[config.mk]
export PLATFORM = sky130hd
export DESIGN_NAME = spi_cmd_log_iomem
export DESIGN_NICKNAME = d
export VERILOG_FILES = /design/src/rtl/spi_log_pkg.sv /design/src/rtl/log_fifo.sv /design/src/rtl/spi_cmd_log_iomem.sv
export SDC_FILE = /design/constraint.sdc
export NUM_CORES = 1
export LEC_CHECK = 0
export ABC_AREA = 1
export CAP_MARGIN = 0
export CORE_MARGIN = 1.5
export CORE_UTILIZATION = 50
export CTS_CLUSTER_SIZE = 14
export DETAILED_ROUTE_END_ITERATION = 6
export GPL_ROUTABILITY_DRIVEN = 0
export PLACE_DENSITY = 0.64
export SYNTH_ARGS = -nofsm -noshare
export SYNTH_HDL_FRONTEND = slang
export SYNTH_HIERARCHICAL = 1
export SYNTH_SLANG_ARGS = --single-unit
[constraint.sdc]
create_clock -name clk -period 9.41 [get_ports clk]
set_input_delay 1.4115 -clock clk [delete_from_list [all_inputs] [get_ports clk]]
set_output_delay 1.4115 -clock clk [all_outputs]
set_load 0.02 [all_outputs]
[src/rtl/spi_log_pkg.sv]
// Shared definitions for the SPI command log: register map, entry layout, filler value.
// An entry is packed as {ts, spi_log_cmd_t}, i.e. {ts, cmd, addr, len}: TS_WIDTH+52 bits.
package spi_log_pkg;

   localparam logic [7:0] REG_STATUS = 8'h00;
   localparam logic [7:0] REG_HEAD0  = 8'h04;
   localparam logic [7:0] REG_HEAD1  = 8'h08;
   localparam logic [7:0] REG_HEAD2  = 8'h0C;
   localparam logic [7:0] REG_POP    = 8'h10;
   localparam logic [7:0] REG_CTRL   = 8'h14;
   localparam logic [7:0] REG_FILTER = 8'h18;
   localparam logic [7:0] REG_DROPS  = 8'h1C;
   localparam logic [7:0] REG_TIME   = 8'h20;

   localparam int CMD_W        = 8;
   localparam int ADDR_W       = 32;
   localparam int LEN_W        = 12;
   localparam int CMD_FIELDS_W = CMD_W + ADDR_W + LEN_W;

   localparam logic [31:0] FILLER    = 32'hDECAFBAD;
   localparam logic [15:0] DROPS_MAX = 16'hFFFF;

   typedef struct packed {
      logic [CMD_W-1:0]  cmd;
      logic [ADDR_W-1:0] addr;
      logic [LEN_W-1:0]  len;
   } spi_log_cmd_t;

   function automatic logic [31:0] apply_wstrb(input logic [31:0] old_val,
                                               input logic [31:0] new_val,
                                               input logic [3:0]  strb);
      logic [31:0] res;
      res = old_val;
      for (int i = 0; i < 4; i++)
         if (strb[i]) res[8*i +: 8] = new_val[8*i +: 8];
      return res;
   endfunction

endpackage

[src/rtl/log_fifo.sv]
// Single-clock FIFO with pointer + count bookkeeping and a combinational head read.
// A pop on an empty FIFO is ignored; a push into a full FIFO only lands if a pop frees a slot.
module log_fifo #(
   parameter int WIDTH = 76,
   parameter int DEPTH = 16
) (
   input  logic                     clk,
   input  logic                     reset,
   input  logic                     push,
   input  logic                     pop,
   input  logic [WIDTH-1:0]         din,
   output logic [WIDTH-1:0]         dout,
   output logic                     full,
   output logic                     empty,
   output logic [$clog2(DEPTH):0]   count
);

   localparam int AW = $clog2(DEPTH);

   logic [WIDTH-1:0] mem [DEPTH];
   logic [AW-1:0]    wr_ptr;
   logic [AW-1:0]    rd_ptr;
   logic             do_push;
   logic             do_pop;

   assign empty   = (count == '0);
   assign full    = (count == (AW+1)'(DEPTH));
   assign do_pop  = pop && !empty;
   assign do_push = push && (!full || do_pop);
   assign dout    = mem[rd_ptr];

   always_ff @(posedge clk) begin
      if (reset) begin
         wr_ptr <= '0;
         rd_ptr <= '0;
         count  <= '0;
      end else begin
         if (do_push) wr_ptr <= wr_ptr + 1'b1;
         if (do_pop)  rd_ptr <= rd_ptr + 1'b1;
         case ({do_push, do_pop})
            2'b10:   count <= count + 1'b1;
            2'b01:   count <= count - 1'b1;
            default: count <= count;
         endcase
      end
   end

   // NOTE: storage is deliberately not reset; pointers and count define validity, and a reset here would block RAM inference.
   always_ff @(posedge clk) begin
      if (do_push) mem[wr_ptr] <= din;
   end

endmodule

[src/rtl/spi_cmd_log_iomem.sv]
// iomem peripheral that timestamps, filters and queues decoded SPI flash commands.
// Holds the timestamp, filter, register file, drop accounting and threshold interrupt.
module spi_cmd_log_iomem
   import spi_log_pkg::*;
#(
   parameter int DEPTH    = 16,
   parameter int TS_WIDTH = 24,
   parameter int TICK_DIV = 16
) (
   input  logic        clk,
   input  logic        reset,
   input  logic        cmd_strobe,
   input  logic [7:0]  cmd,
   input  logic [31:0] addr,
   input  logic [11:0] len,
   input  logic        sel,
   input  logic [7:0]  bus_addr,
   input  logic [3:0]  wstrb,
   input  logic [31:0] wdata,
   output logic [31:0] rdata,
   output logic        ready,
   output logic        irq
);

   localparam int AW = $clog2(DEPTH);
   localparam int EW = TS_WIDTH + CMD_FIELDS_W;
   localparam int PW = (TICK_DIV > 1) ? $clog2(TICK_DIV) : 1;

   logic [PW-1:0]       presc;
   logic [TS_WIDTH-1:0] ts;

   logic                enable;
   logic                irq_en;
   logic [8:0]          irq_thresh;
   logic [7:0]          filter_mask;
   logic [7:0]          filter_match;
   logic [15:0]         drops;
   logic                overflow;

   logic                acc, rd, wr;
   logic                pop_req, accept, drop, drops_clr, ovf_clr;
   logic [31:0]         ctrl_word, ctrl_new, filter_word, filter_new;
   logic [31:0]         rd_mux;

   logic [EW-1:0]       fifo_din, fifo_dout;
   logic                fifo_full, fifo_empty;
   logic [AW:0]         fifo_count;
   logic [8:0]          count9;
   spi_log_cmd_t        new_cmd, head_cmd;
   logic [31:0]         head_ts;

   // Timestamp advances once per TICK_DIV clocks.
   always_ff @(posedge clk) begin
      if (reset) begin
         presc <= '0;
         ts    <= '0;
      end else if (presc == PW'(TICK_DIV - 1)) begin
         presc <= '0;
         ts    <= ts + 1'b1;
      end else begin
         presc <= presc + 1'b1;
      end
   end

   // A bus access is acted on only in the cycle that raises ready.
   assign acc       = sel && !ready;
   assign wr        = acc && (wstrb != 4'b0);
   assign rd        = acc && (wstrb == 4'b0);
   assign pop_req   = wr && (bus_addr == REG_POP);
   assign drops_clr = wr && (bus_addr == REG_DROPS);
   assign ovf_clr   = wr && (bus_addr == REG_STATUS) && wstrb[0] && wdata[2];

   assign accept = cmd_strobe && enable && (((cmd ^ filter_match) & filter_mask) == 8'h00);
   assign drop   = accept && fifo_full && !pop_req;

   assign new_cmd  = '{cmd: cmd, addr: addr, len: len};
   assign fifo_din = {ts, new_cmd};

   log_fifo #(.WIDTH(EW), .DEPTH(DEPTH)) u_fifo (
      .clk   (clk),
      .reset (reset),
      .push  (accept),
      .pop   (pop_req),
      .din   (fifo_din),
      .dout  (fifo_dout),
      .full  (fifo_full),
      .empty (fifo_empty),
      .count (fifo_count)
   );

   assign head_cmd = fifo_dout[CMD_FIELDS_W-1:0];
   assign head_ts  = 32'(fifo_dout[EW-1 -: TS_WIDTH]);
   assign count9   = 9'(fifo_count);

   assign ctrl_word   = {15'b0, irq_thresh, 6'b0, irq_en, enable};
   assign filter_word = {16'b0, filter_mask, filter_match};
   assign ctrl_new    = apply_wstrb(ctrl_word, wdata, wstrb);
   assign filter_new  = apply_wstrb(filter_word, wdata, wstrb);

   // NOTE: every always_comb output gets a default before the case so no path can infer a latch.
   always_comb begin
      rd_mux = FILLER;
      case (bus_addr)
         REG_STATUS: rd_mux = {15'b0, count9, 5'b0, overflow, fifo_full, fifo_empty};
         REG_HEAD0:  rd_mux = fifo_empty ? 32'h0 : {head_ts[23:0], head_cmd.cmd};
         REG_HEAD1:  rd_mux = fifo_empty ? 32'h0 : head_cmd.addr;
         REG_HEAD2:  rd_mux = fifo_empty ? 32'h0 : {head_ts[31:24], 12'b0, head_cmd.len};
         REG_POP:    rd_mux = 32'h0;
         REG_CTRL:   rd_mux = ctrl_word;
         REG_FILTER: rd_mux = filter_word;
         REG_DROPS:  rd_mux = {16'b0, drops};
         REG_TIME:   rd_mux = 32'(ts);
         default:    rd_mux = FILLER;
      endcase
   end

   // NOTE: state registers use non-blocking assignments so every flop samples pre-edge values.
   always_ff @(posedge clk) begin
      if (reset) begin
         ready        <= 1'b0;
         rdata        <= '0;
         irq          <= 1'b0;
         enable       <= 1'b0;
         irq_en       <= 1'b0;
         irq_thresh   <= '0;
         filter_mask  <= '0;
         filter_match <= '0;
         drops        <= '0;
         overflow     <= 1'b0;
      end else begin
         ready <= acc;
         rdata <= rd ? rd_mux : 32'h0;
         irq   <= irq_en && (irq_thresh != 9'd0) && (count9 >= irq_thresh);

         if (wr && bus_addr == REG_CTRL) begin
            enable     <= ctrl_new[0];
            irq_en     <= ctrl_new[1];
            irq_thresh <= ctrl_new[16:8];
         end
         if (wr && bus_addr == REG_FILTER) begin
            filter_match <= filter_new[7:0];
            filter_mask  <= filter_new[15:8];
         end

         // A clear wins over a simultaneous drop; a drop wins over a W1C.
         if (drops_clr)
            drops <= '0;
         else if (drop && drops != DROPS_MAX)
            drops <= drops + 1'b1;

         if (drop)
            overflow <= 1'b1;
         else if (ovf_clr)
            overflow <= 1'b0;
      end
   end

endmodule

Word-level counts from Yosys, hierarchy flattened
Memory sizes are Yosys's and may differ from the RTL's. A register that Yosys moved wholly into a read port is not among the register bits.
Cells that the tools add are included.
Word-level totals
  bits in latches: 0
  bits in writable memories: 1216
  input bits: 100
  memory bits (read-only): 0
  register bits after elaboration: 119
  logic and storage cells: 92
  memories kept: 1
Memories
  u_fifo.mem: words 16, width 76, read ports 1, clocked after Yosys merged registers in 1, wr ports 1, RTL line log_fifo.sv:20  | logic [WIDTH-1:0] mem [DEPTH];
Operators by class
  multiply operators: 0
  div/mod/pow operators: 0
  bitwise logic cells: 3
  $lt $le $gt $ge: 1
  muxes and demuxes: 11
  shifts and indexed selects: 0
  add/sub/neg operators: 7
  reductions and logical operators: 40
  eq/ne operators: 13
Operators with widths (number)
  one-hot mux 32 bit (9 select lines): 1
  2-to-1 mux 32 bit: 2
  equality test 8 x 5 -> 1 bit, second input constant: 4
  adder 24 x 1 -> 24 bit, second input constant: 1
  logical AND 1 bit: 19
  adder 16 x 1 -> 16 bit, second input constant: 1
  equality test 8 x 4 -> 1 bit, second input constant: 2
  logical NOT 8 bit: 2
  inequality test 16 bit, second input constant: 1
  adder 4 x 1 -> 4 bit, second input constant: 3
  2-to-1 mux 12 bit: 1
  one-hot mux 5 bit (2 select lines): 1
  AND reduction 2 bit: 5
  greater-or-equal comparator 5 x 9 -> 1 bit: 1
  nonzero test 9 bit: 1
  AND 8 bit: 1
  equality test 8 x 3 -> 1 bit, second input constant: 1
  equality test 8 x 6 -> 1 bit, second input constant: 1
  2-to-1 mux 4 bit: 2
  bitwise XOR 8 bit: 1
  OR reduction 2 bit: 3
  adder 5 x 1 -> 5 bit, second input constant: 1
  equality test 5 bit, second input constant: 1
  logical NOT 5 bit: 1
  11 further kinds: 18

Depth between registers and ports, before layout
Gate-level depths: netlist of run 1.
  word-level depth: 9
  gate-level depth with buffers: 18
  gate-level depth less buffers: 17

Hierarchy
The synthesis of run 1 kept the hierarchy.
By module, submodules not included
  log_fifo: area an instance 50430.9 sq um, instances 1, cells each 3963
  spi_cmd_log_iomem: area an instance 5924.4 sq um, instances 1, cells each 912

Worst setup path after synthesis of run 1
Ideal clock, no wire load.
  path kind: input to register
  start: input cmd[1]
  end: memory u_fifo.mem[11][0], enable pin
  data arrival time: 5817 ps
  data required time: 8899 ps
  slack: 3082 ps
  setup time: 511 ps
  cell stages on the path: 12
  buffers on the path: 1
  path through: inv_1 > nand2_1 > nand3_1 > nand2_1 > nor2_1 > inv_1 > nor2_2 > buf_2 > inv_1 > nor2_1 > nand2_1 > nor2_1
Between the ends
  longest elaborated chain between the ends: 7
Ends and longest elaborated chain
  start, declared: RTL line spi_cmd_log_iomem.sv:13  | input logic [7:0] cmd,
  bitwise XOR 8 bit: RTL line spi_cmd_log_iomem.sv:73  | assign accept = cmd_strobe && enable && (((cmd ^ filter_match) & filter_mask) == 8'h00);
  AND 8 bit: RTL line spi_cmd_log_iomem.sv:73
  logical NOT 8 bit: RTL line spi_cmd_log_iomem.sv:73
  logical AND 1 bit: RTL line spi_cmd_log_iomem.sv:73
  net accept: RTL line spi_cmd_log_iomem.sv:41  | logic pop_req, accept, drop, drops_clr, ovf_clr;
  logical AND 1 bit: RTL line log_fifo.sv:29  | assign do_push = push && (!full || do_pop);
  2-to-1 mux 1 bit: RTL line log_fifo.sv:50  | if (do_push) mem[wr_ptr] <= din;
  2-to-1 mux 1 bit (not written as such): RTL line log_fifo.sv:50
  end, declared: RTL line log_fifo.sv:20
The timed path passes the listed nets, and every way through them passes these cells.

Worst setup path in the final report of run 1
  start: input cmd[3]
  end: memory u_fifo.mem[0][38], enable pin
Between the ends
  longest elaborated chain between the ends: 7
Ends and longest elaborated chain (RTL line)
  bitwise XOR 8 bit: spi_cmd_log_iomem.sv:73
  AND 8 bit: spi_cmd_log_iomem.sv:73
  logical NOT 8 bit: spi_cmd_log_iomem.sv:73
  logical AND 1 bit: spi_cmd_log_iomem.sv:73
  logical AND 1 bit: log_fifo.sv:29
  2-to-1 mux 1 bit: log_fifo.sv:50
  2-to-1 mux 1 bit (not written as such): log_fifo.sv:50
No other way between the ends.

==> out/metrics.cfg, run 1 <==
[setup_path]
reg2reg_depth = 11
worstPathMaxFanout = 29
crit_chain = clkdlybuf4s50_1 -> nand2_1 -> nand2_1 -> nor2_1 -> nor2_1 -> nand3_1 -> nor2_2 -> inv_1 -> nor2_1 -> nand2_1 -> nor2_4 -> buf_4
end_kind = register
path_buf_inv = 3
cp_top_family = simple AND/OR/NAND/NOR gates
cp.arrival_ns = 6.08
critical-path-max-stage-delay_ns = 0.97
start_kind = input pin
r2r-end = u_fifo/mem[0][38]
reg2reg_slack_ns = 4.99
worstPathRequired_ns = 9.78
cp_num_cells = 12
slowest_stage = clkdlybuf4s50_1
crit_type = in2reg
cp-endpoint = u_fifo/mem[0][38]
startpoint = cmd[3]
r2r-start = filter_match[0]

[floorplan]
ios = 134
fp-row-count = 122
dieWidth_um = 339
start_util_pct = 50.6
dieArea_mm2 = 0.115
die_h_um = 339
core_mm2 = 0.111

[clocking]
tritoncts = done
clkLatencyLatePin_ns = 0.76
cts_sinks = 1339
postCtsHoldBufs = 0
h-tree-depth = 4
postCtsSetupBuffers = 0
clockBufferDepth = 3
cts-root-buf = clkbuf_16
numCtsBuffers = 139
path_clk_slew_ns = 0.06
cts_resized = 0

[logic_synthesis]
dominantRegCellSynth = edfxtp_1
synth_nets = 4992
avgSynthCellArea_um2 = 11.6
ys_ff_latch = 1339
syn_area_mm2 = 0.0564
synth-seq-area-share_pct = 69.2
ys_warn_count = 6
synthCells = 4875
synth_edf_count = 1216
async_reset_ff_share_pct = 0
yosysUniqueCellTypes = 44

[drt]
ant_nets = 0
dr.pass1.iters = 6
dr.first_iter.drc_count = 4010
drc = 0
viasPerCell = 5.60
wirelength_mm = 143
vias = 36500
wl_per_cell_um = 21.9

[timing]
finalSetupViolations = 0
slew-limit-headroom_pct = 24.5
report.final.slew_viol_count = 0
rsz0062_at_grt = false
setup_tns_ns = 0
fmax_ghz = 0.175
hold_viol_final = 0
worstMarginPinSlew_ns = 1.13
fin_worst_skew_ns = 0.0308
min_period_ns = 5.71
finalCritPeriodShare_pct = 60.6

[global_route]
grt_pass1_wl_mm = 215
antenna_found_initial = 5
globalRouteTotalUtil_pct = 24.7
grt_max_degree = 220
gr-total-overflow = 0
grt_pass1_vias = 34400

[final_layout]
final_common_cell = edfxtp_1
num-nets-final = 5030
mostFrequentLayoutCells = edfxtp_1, inv_1, nand2_1, nand3_1, a21oi_1
areaGrowthSynthToFinish_pct = 12.1
nFillCells = 9070
drive_above_1_share_pct = 7.66

[flow_run]
cap_violations = 0

[power]
leakagePower_uw = 0.0220
total_power_uw = 12000
p_per_area_mw_per_mm2 = 191
ir_worst_vdd_uv = 166

[min_path]
hp-class = reg2reg

[status]
status = completed

[place]
port_buffers = 118
hpwl_mm = 79.8

==> report_power, final <==
| part | switching [µW] | internal, µW |
|---|---|---|
| clock | 2290 | 3170 |
| sequential | 1.62 | 6450 |
| combinational | 81.3 | 40.7 |
==> cell type report <==
class | count | area [µm²] | area share [%]
timing repair buffer | 180 | 1730 | 2.75
tap | 1488 | 1860 | 2.95
multi-input combinational | 2504 | 13200 | 20.9
clock buffer | 186 | 3780 | 5.98
sequential | 1339 | 39000 | 61.7
inverter | 749 | 2820 | 4.46
antenna | 3 | 7.51 | 0.0119
clock inverter | 70 | 772 | 1.22
==> registers in the layout, indices dropped and copies added, names as in the netlist, named ones only <==
register / flops
filter_match: 8
ready: 1
irq: 1
irq_en: 1
u_fifo/rd_ptr: 4
drops: 16
enable: 1
rdata: 32
u_fifo/wr_ptr: 4
u_fifo/mem: 1216
ts: 24
overflow: 1
filter_mask: 8
irq_thresh: 9
presc: 4
u_fifo/count: 5
==> metrics by stage <==
stage / std cells / util (%) / setup slack [ns] / hold slack [ns] / area, µm²
6_report: 6519 / 56.8 / 3.70 / 0.450 / 63200
3_5_place_dp: 6260 / 52.7 / 3.00 / 0.436 / 58600
2_1_floorplan: 4875 / - / 3.08 / 0.418 / 56400
5_1_grt: 6517 / 56.8 / 3.44 / 0.472 / 63200
3_3_place_gp: 6260 / 52.7 / 2.95 / 0.429 / 58600
4_1_cts: 6516 / 56.8 / 3.77 / 0.451 / 63200
==> kinds of logic (layout without fill, tap and decap cells) <==
logic type / count (synthesis) / after routing / synth area share [%]
buf+inv: 1032 / 1185 / 7.62
xor+xnor: 7 / 7 / 0.109
compound gates: 1076 / 1076 / 11.7
fa+ha+maj: 17 / 17 / 0.391
simple gates: 1404 / 1404 / 11.0
other cells: 0 / 3 / 0
flops: 1339 / 1339 / 69.2
==> layer usage <==
metal  vias to the layer above  global-route usage, %  wire, µm
li1                      17200                      -         -
met1                     17900                   34.7     61500
met2                      1238                   39.2     67000
met3                       235                   3.77      9550
met4                         2                   9.10      4630
met5                         -                      0        13
==> synth_stat cells, types with 16 or more instances <==
cell	instances	area share (%)
edfxtp_1	1216	65
inv_1	739	4.9
nand2_1	649	4.3
nand3_1	565	5.0
a21oi_1	366	3.3
o21ai_0	365	3.2
o211ai_1	244	3.3
nor2_1	129	0.86
dfxtp_1	123	4.4
clkbuf_1	110	0.73
buf_2	104	0.92
o211ai_2	70	1.6
buf_6	31	0.62
buf_1	23	0.15
ha_1	16	0.36
==> worst min-delay path by stage <==
stage / to / from / slack [ns] / depth (start not counted)
3_3_place_gp: presc[0] / presc[0] / 0.43 / 1
6_report: presc[0] / presc[0] / 0.45 / 1
2_1_floorplan: presc[0] / presc[0] / 0.42 / 1
4_1_cts: presc[0] / presc[0] / 0.45 / 1
3_5_place_dp: presc[0] / presc[0] / 0.44 / 1
5_1_grt: presc[0] / presc[0] / 0.47 / 1
Power figures use the tool's default switching activity.
==> run 2: changes to the inputs <==
--- a/config.mk
+++ b/config.mk
@@ -12,7 +12,7 @@
 export CTS_CLUSTER_SIZE = 14
 export DETAILED_ROUTE_END_ITERATION = 6
 export GPL_ROUTABILITY_DRIVEN = 0
-export PLACE_DENSITY = 0.64
+export PLACE_DENSITY = 0.66
 export SYNTH_ARGS = -nofsm -noshare
 export SYNTH_HDL_FRONTEND = slang
 export SYNTH_HIERARCHICAL = 1
==> constraint.sdc (replaced) <==
create_clock -name clk -period 5.05 [get_ports clk]
set_input_delay 0.7575 -clock clk [delete_from_list [all_inputs] [get_ports clk]]
set_output_delay 0.7575 -clock clk [all_outputs]
set_load 0.02 [all_outputs]
==> run 2 against run 1 <==
Clock power up 83%. Final cell count up 0.55%. Global-route usage about the same. Power up 85%. Wire length down 0.29%. First-iteration DRC count up 2.9%. Sequential power up 86%. Sequential share of layout area down 0.69 points. Combinational power up 97%. Critical path depth unchanged. Clock skew down 0.0011 ns.
==> out/metrics.cfg, run 2 (synthesized netlist as in run 1, its figures left out) <==
[status]
status = completed  ; unchanged

[floorplan]
start_util_pct = 50.6  ; unchanged
die_h_um = 339  ; unchanged
fp-row-count = 122  ; unchanged
dieWidth_um = 339  ; unchanged
core_mm2 = 0.111  ; unchanged
ios = 134  ; unchanged
dieArea_mm2 = 0.115  ; unchanged

[clocking]
h-tree-depth = 4  ; unchanged
postCtsHoldBufs = 0  ; unchanged
tritoncts = done  ; unchanged
clockBufferDepth = 3  ; unchanged
cts_resized = 0  ; unchanged
numCtsBuffers = 138  ; was 139
path_clk_slew_ns = 0.06  ; about the same
postCtsSetupBuffers = 0  ; unchanged
cts-root-buf = clkbuf_16  ; unchanged
cts_sinks = 1339  ; unchanged
clkLatencyLatePin_ns = 0.74  ; was 0.76 ns

[setup_path]
start_kind = input pin  ; unchanged
worstPathRequired_ns = 5.48  ; was 9.78 ns
path_buf_inv = 3  ; unchanged
cp_top_family = simple AND/OR/NAND/NOR gates  ; unchanged
crit_chain = clkdlybuf4s50_1 -> nand2_1 -> nand2_1 -> nor2_1 -> nor2_1 -> nand3_1 -> nor2_2 -> inv_1 -> nor2_1 -> nand2_1 -> nor2_4 -> buf_12  ; was clkdlybuf4s50_1 -> nand2_1 -> nand2_1 -> nor2_1 -> nor2_1 -> nand3_1 -> nor2_2 -> inv_1 -> nor2_1 -> nand2_1 -> nor2_4 -> buf_4
crit_type = in2reg  ; unchanged
cp_num_cells = 12  ; unchanged
worstPathMaxFanout = 23  ; was 29
slowest_stage = clkdlybuf4s50_1  ; unchanged
cp.arrival_ns = 3.98  ; was 6.08 ns
end_kind = register  ; unchanged
critical-path-max-stage-delay_ns = 0.72  ; was 0.97 ns
reg2reg_depth = 11  ; unchanged

[final_layout]
mostFrequentLayoutCells = edfxtp_1, inv_1, nand2_1, nand3_1, a21oi_1  ; unchanged
final_common_cell = edfxtp_1  ; unchanged
largest_register_ff_count = 1216  ; unchanged
final_cells = 6555  ; was 6519
areaGrowthSynthToFinish_pct = 13.4  ; was 12.1%
nFillCells = 8808  ; was 9070
multiInputGateArea_mm2 = 0.0132  ; unchanged
seq_area_mm2 = 0.0390  ; unchanged
reg.largest.list = u_fifo/mem: 1216 flops, rdata: 32 flops, ts: 24 flops  ; unchanged
drive_above_1_share_pct = 8.49  ; was 7.66%
num-nets-final = 5071  ; was 5030
fin_util_pct = 57.4  ; was 56.8%
regMostFlops = u_fifo/mem  ; unchanged

[global_route]
grt_pass1_wl_mm = 216  ; was 215 mm
globalRouteTotalUtil_pct = 24.7  ; about the same
grt_pass1_vias = 35000  ; was 34400
antenna_found_initial = 3  ; was 5
grt_max_degree = 138  ; was 220
gr-total-overflow = 0  ; unchanged

[timing]
fin_worst_skew_ns = 0.0296  ; was 0.0308 ns
fmax_ghz = 0.282
finalSetupViolations = 0  ; unchanged
rsz0062_at_grt = false  ; unchanged
worstMarginPinSlew_ns = 1.09  ; was 1.13 ns
finalCritPeriodShare_pct = 70.3
min_period_ns = 3.55
slew-limit-headroom_pct = 27.3  ; was 24.5%
hold_viol_final = 0  ; unchanged
report.final.slew_viol_count = 0  ; unchanged

[min_path]
holdPathStages = 1  ; unchanged
hp-class = reg2reg  ; unchanged

[drt]
dr.pass1.iters = 5  ; was 6
vias = 36800  ; was 36500
ant_nets = 0  ; unchanged
dr.first_iter.drc_count = 4126  ; was 4010
wirelength_mm = 142  ; was 143 mm
drc = 0  ; unchanged
viasPerCell = 5.61  ; was 5.60
wl_per_cell_um = 21.7  ; was 21.9 µm

[power]
leakagePower_uw = 0.0222  ; was 0.0220 µW
ir_worst_vdd_uv = 280  ; was 166 µV
p_per_area_mw_per_mm2 = 348  ; was 191 mW/mm²

[flow_run]
cap_violations = 0  ; unchanged

[place]
hpwl_mm = 82.3  ; was 79.8 mm
port_buffers = 118  ; unchanged
place_inst = 6302  ; was 6260

==> run 2: cell count changes in the layout (fill, tap and decap cells not counted), moves of 2 or more <==
cell,change
buf_12,+42
inv_6,+3
diode_2,-2
clkinv_2,+9
clkbuf_16,+3
clkinv_4,-2
clkinv_8,-2
clkinv_16,-3
clkbuf_8,-5
clkinvlp_4,+2
clkinv_1,-8
==> run 2: final timing paths <==
path / startpoint / slack (ns) / endpoint
worst max-delay path: cmd[3] / 1.50 / u_fifo/mem[11][35]
worst min-delay path: presc[0] / 0.45 / presc[0]
worst max register to register: filter_match[0] / 1.82 / u_fifo/mem[11][35]
worst min register to register: presc[0] / 0.45 / presc[0]
==> run 2: per-layer routing <==
metal / wire, µm / part of all wire [%] / vias to the layer above / track usage [%]
li1: - / - / 17300 / -
met2: 67100 / 47 / 1342 / 39.9
met1: 60200 / 42 / 17900 / 34.2
met5: 0 / 0 / - / 0
met3: 9890 / 7.0 / 259 / 3.55
met4: 5070 / 3.6 / 0 / 9.27
==> run 2: worst register-to-register path: stages, from the launching register on <==
cell and delay, ns:
dfxtp_1 0.40, nand2_1 0.09, nand2_1 0.06, nor2_1 0.04, nor2_1 0.13, nand3_1 0.11
nor2_2 0.23, inv_1 0.13, nor2_1 0.40, nand2_1 0.38, nor2_4 0.65, buf_12 0.29
==> run 2: per-stage QoR <==
| stage | hold slack [ns] | worst slack [ns] | TNS, ns | instance area [µm²] | power, µW |
|---|---|---|---|---|---|
| after floorplan | 0.418 | -0.624 | -606.64 | 56400 | 12300 |
| after global placement | 0.432 | 0.784 | 0 | 59500 | 12500 |
| after detailed placement | 0.456 | 0.824 | 0 | 59500 | 12500 |
| after CTS | 0.464 | 1.57 | 0 | 63900 | 22400 |
| after global routing | 0.492 | 1.27 | 0 | 63900 | 22900 |
| final | 0.455 | 1.50 | 0 | 63900 | 22200 |
==> run 2: cell type report <==
cell class	instances	share of cell area, %
antenna	1	0.00392
clock buffer	185	5.93
clock inverter	67	0.999
inverter	749	4.41
multi-input combinational	2504	20.7
sequential	1339	61.0
tap	1488	2.91
timing repair buffer	222	4.03
==> run 2: report_power, final <==
part	switching (µW)	internal [µW]	leakage, µW	total [µW]
registers	3.62	12000	0.0123	12000
logic	161	78.9	0.00772	240
clock network	4130	5840	0.00217	9970
